`src/rtl/exposure_timer.sv`:
```
// Exposure frame sequencer: erase, expose for a latched (clamped) time,
// then two single-row readouts with an ADC strobe each. One Clk = 1 ms.
module exposure_timer #(
    parameter int EXP_W   = 5,
    parameter int EXP_MIN = 2,
    parameter int EXP_MAX = 30,
    parameter int SETTLE  = 1
) (
    input  logic             Clk,
    input  logic             Reset,
    input  logic             Init,
    input  logic [EXP_W-1:0] Exp_Time,
    output logic             Erase,
    output logic             Expose,
    output logic             NRE_1,
    output logic             NRE_2,
    output logic             ADC,
    output logic             Busy,
    output logic             Frame_Done,
    output logic [EXP_W-1:0] Remaining
);
    typedef enum logic [1:0] {IDLE, EXPOSE, ROW1, ROW2} state_t;

    localparam int               PH_W    = $clog2(SETTLE + 2);
    localparam logic [PH_W-1:0]  PH_ADC  = PH_W'(SETTLE);
    localparam logic [PH_W-1:0]  PH_LAST = PH_W'(SETTLE + 1);
    localparam logic [EXP_W-1:0] N_MIN   = EXP_W'(EXP_MIN);
    localparam logic [EXP_W-1:0] N_MAX   = EXP_W'(EXP_MAX);

    state_t           state;
    logic [PH_W-1:0]  phase;
    logic [EXP_W-1:0] exp_n;
    logic             adc_next;

    always_comb begin
        exp_n = Exp_Time;
        if (Exp_Time < N_MIN)      exp_n = N_MIN;
        else if (Exp_Time > N_MAX) exp_n = N_MAX;
    end

    // ADC is registered, so it is set on the edge that moves phase onto SETTLE.
    always_comb adc_next = (phase != PH_LAST) && ((phase + PH_W'(1)) == PH_ADC);

    always_ff @(posedge Clk or posedge Reset) begin
        if (Reset) begin
            state      <= IDLE;
            phase      <= '0;
            Erase      <= 1'b1;
            Expose     <= 1'b0;
            NRE_1      <= 1'b1;
            NRE_2      <= 1'b1;
            ADC        <= 1'b0;
            Busy       <= 1'b0;
            Frame_Done <= 1'b0;
            Remaining  <= '0;
        end else begin
            Frame_Done <= 1'b0;
            case (state)
                IDLE: begin
                    if (Init) begin
                        state     <= EXPOSE;
                        Erase     <= 1'b0;
                        Expose    <= 1'b1;
                        Busy      <= 1'b1;
                        Remaining <= exp_n;
                    end
                end
                EXPOSE: begin
                    // Remaining doubles as the latched exposure count.
                    if (Remaining == EXP_W'(1)) begin
                        state     <= ROW1;
                        Expose    <= 1'b0;
                        Remaining <= '0;
                        NRE_1     <= 1'b0;
                        phase     <= '0;
                    end else begin
                        Remaining <= Remaining - EXP_W'(1);
                    end
                end
                ROW1: begin
                    ADC <= adc_next;
                    if (phase == PH_LAST) begin
                        state <= ROW2;
                        NRE_1 <= 1'b1;
                        NRE_2 <= 1'b0;
                        phase <= '0;
                    end else begin
                        phase <= phase + PH_W'(1);
                    end
                end
                ROW2: begin
                    ADC <= adc_next;
                    if (phase == PH_LAST) begin
                        state      <= IDLE;
                        NRE_2      <= 1'b1;
                        Erase      <= 1'b1;
                        Busy       <= 1'b0;
                        Frame_Done <= 1'b1;
                        phase      <= '0;
                    end else begin
                        phase <= phase + PH_W'(1);
                    end
                end
                default: state <= IDLE;
            endcase
        end
    end
endmodule

```
`config.mk`:
```
export PLATFORM = sky130hd
export DESIGN_NAME = exposure_timer
export DESIGN_NICKNAME = d
export VERILOG_FILES = /design/src/rtl/exposure_timer.sv
export SDC_FILE = /design/constraint.sdc
export NUM_CORES = 1
export LEC_CHECK = 0
export ABC_AREA = 1
export BUFFER_PORTS_ARGS = -buffer_cell sky130_fd_sc_hd__clkbuf_2
export CORE_UTILIZATION = 47
export DETAILED_ROUTE_END_ITERATION = 7
export PLACE_DENSITY = 0.78
export SETUP_SLACK_MARGIN = 0.3
export SYNTH_ARGS = -nofsm -noshare
export SYNTH_HDL_FRONTEND = slang
export SYNTH_SLANG_ARGS = --single-unit
```
`constraint.sdc`:
```
create_clock -name Clk -period 1.7 [get_ports Clk]
set_input_delay 0.51 -clock Clk [delete_from_list [all_inputs] [get_ports Clk]]
set_output_delay 0.51 -clock Clk [all_outputs]
set_load 0.02 [all_outputs]
```
==> flow_summary_export.csv <==
group,metric,value,unit
critical_path,critPathBufInv,1,
final_layout,largest_register_ffs,5,
clocking,cts.sinks,16,
clocking,clock_path_buffers,2,
critical_path,critPathKind,"flip-flop to output pin",
timing,slew_headroom,0.596,
clocking,clkTransAtPathRegs,0.10,ns
synth,yosys_warnings,0,
drt,vias_per_cell,4.97,
final_layout,final_nets,170,
synth,seq_area_frac_synth,0.418,
synth,ys_types,21,
place,placed_area,1090,µm²
critical_path,critPathRequiredTime,1.19,ns
clocking,holdBufCountCts,0,
critical_path,max_stage_delay,0.56,ns
final_layout,drive_gt1_frac,0.361,
critical_path,path_delay_family,"flip-flops",
final_layout,fin_util,0.655,
drt,ant_nets,0,
timing,hold_viol,0,
pwr,p_per_area,1890,nW/µm²
pwr,p_leak,0.653,nW
critical_path,cp_max_fo,2,
clocking,cts_made_buffers,3,
final_layout,final_cell_mix,"36 x nand2_1, 15 x clkbuf_2, 14 x inv_1",
synth,syn_area,967,µm²
place,place_ws,0.209,ns
final_layout,area_growth_syn_to_layout,31.4,%
place,dp_hpwl,1490,µm
global_route,grt_max_degree,17,
outcome,outcome,"finished clean",
die,io_pins,20,
hold_path,worst_hold_path_type,"input pin to asynchronous set/reset pin",
drt,drt_iter0_drc,30,
clocking,root_buffer,"clkbuf_4",
synth,syn_nets,136,
clocking,cts-htree-levels,1,
clocking,cts_tree,"built",
timing,slew_viol_final,0,
die,die-area,2240,µm²
final_layout,largestRegisters,"Remaining x5, phase x2, state x2",
critical_path,reg2reg_slack,0.38,ns
timing,finalCriticalPeriod,1.46,ns
place,gp_congestion,0.792,
critical_path,worstSetupStartpointType,"flip-flop",
synth,syn_area_per_cell,7.93,µm²
final_layout,antennaDiodeCount,0,
timing,tightest_slew,0.605,ns
die,die_h,47.4,µm
job,cap_violations,0,
global_route,grt_pass1_vias,716,
global_route,grt_pass1_wl,2990,µm
clocking,clk_latency,0.28,ns
final_layout,layout_commonest_cell,"nand2_1",
timing,rsz0062_at_grt,"yes",
die,start_util,0.498,
drt,wl_per_cell,10.9,µm
die,fp.coreArea,1940,µm²
timing,setup_tns,0,ns
critical_path,crit-reg2reg-capture,"phase[0]",
timing,fin_skew,0.00268,ns
die,fp.dieW,47.4,µm
synth,synth-seq-cells,16,
global_route,grt-ovfl-total,0,
critical_path,worstSetupEndpointType,"output pin",
global_route,grt_use_total,0.185,
drt,vias,904,
final_layout,design_area,1270,µm²
critical_path,rr_worst_depth,8,
critical_path,crit_chain,"buf_8",
drt,wl,1990,µm
timing,setup-violations-final,0,
critical_path,r2r-start,"state[0]",
critical_path,cp.arrival,0.95,ns
synth,syn_inst,122,
global_route,antenna_found_initial,0,
place,io_buffers,19,
drt,drc,0,
drt,dr.pass1.iters,4,
final_layout,n_fill_cell,167,
critical_path,crit_path_top_delay_cell,"dfstp_2",
timing,finalCritPeriodShare,0.859,
timing,setup_ws,0.239,ns
final_layout,regMostFlops,"Remaining",
die,num_rows,16,
timing,clock.fmax,0.685,GHz
pwr,peakVddDrop,1030,µV
==> worst max-delay path by stage <==
| stage | depth (start not counted) | start | end |
|---|---|---|---|
| floorplan | 9 | Remaining[1] | state[0] |
| finish | 1 | NRE_1 | NRE_1 |
| detailed placement | 8 | state[1] | Remaining[3] |
| global placement | 8 | state[1] | Remaining[3] |
| global route | 1 | Erase | Erase |
| CTS | 1 | NRE_1 | NRE_1 |
==> cells by family (layout without fill, tap and decap cells) <==
family	Yosys count	in the layout	synth area share
buf+inv	19	52	0.0815
fa+ha+maj	6	6	0.0776
compound gates	15	15	0.105
flops	16	16	0.418
simple gates	64	64	0.300
xor+xnor	2	2	0.0181
==> power by group <==
part / internal, W / leakage (nW) / switching [W]
Clock: 0.0000909 / 0.0150 / 0.000119
Sequential: 0.000549 / 0.188 / 0.000115
Combinational: 0.000651 / 0.450 / 0.000874
==> final cells by class <==
class	count	area, µm²	area share
Clock buffer	4	26.3	0.0207
Multi-Input combinational cell	87	523	0.411
Timing Repair Buffer	30	214	0.168
Inverter	18	67.6	0.0531
Sequential cell	16	407	0.320
Tap cell	27	33.8	0.0266
==> per-stage QoR <==
step | power, W | hold slack, ns | instances
finish | 0.00240 | 0.264 | 182
detailed placement | 0.00188 | 0.456 | 168
floorplan | 0.00160 | 0.422 | 122
global placement | 0.00184 | 0.452 | 168
global route | 0.00262 | 0.319 | 182
CTS | 0.00221 | 0.284 | 177
==> per-layer routing <==
| metal | global-route usage | wire, µm |
|---|---|---|
| met5 | 0 | 0 |
| met2 | 0.279 | 968 |
| met4 | 0.0343 | 8 |
| met1 | 0.275 | 944 |
| met3 | 0.0346 | 68 |
==> synthesized netlist by cell type <==
cell      instances  share of area
nand3_2           2          0.021
dfrtp_1          13           0.34
o21ai_1           2          0.010
dfstp_2           3          0.082
nor2_2            1         0.0065
nand2_1          38           0.15
o21ai_0           5          0.026
ha_1              6          0.078
nor2_1            8          0.031
o21bai_1          3          0.023
nand2_4           1          0.012
a21oi_4           1          0.017
nor3_1            1         0.0052
a21oi_1           2          0.010
inv_2             2         0.0078
nand3_1           5          0.026
nand4_1           8          0.052
o21ai_2           2          0.018
buf_6             1          0.012
xor2_1            2          0.018
inv_1            16          0.062
==> repair_timing <==
action	4_1_cts	5_1_grt
setup endpoints to repair	17	15
resized for setup	10	15
buffers inserted	5	5
pin swaps	0	2
Power figures use the tool's default switching activity.
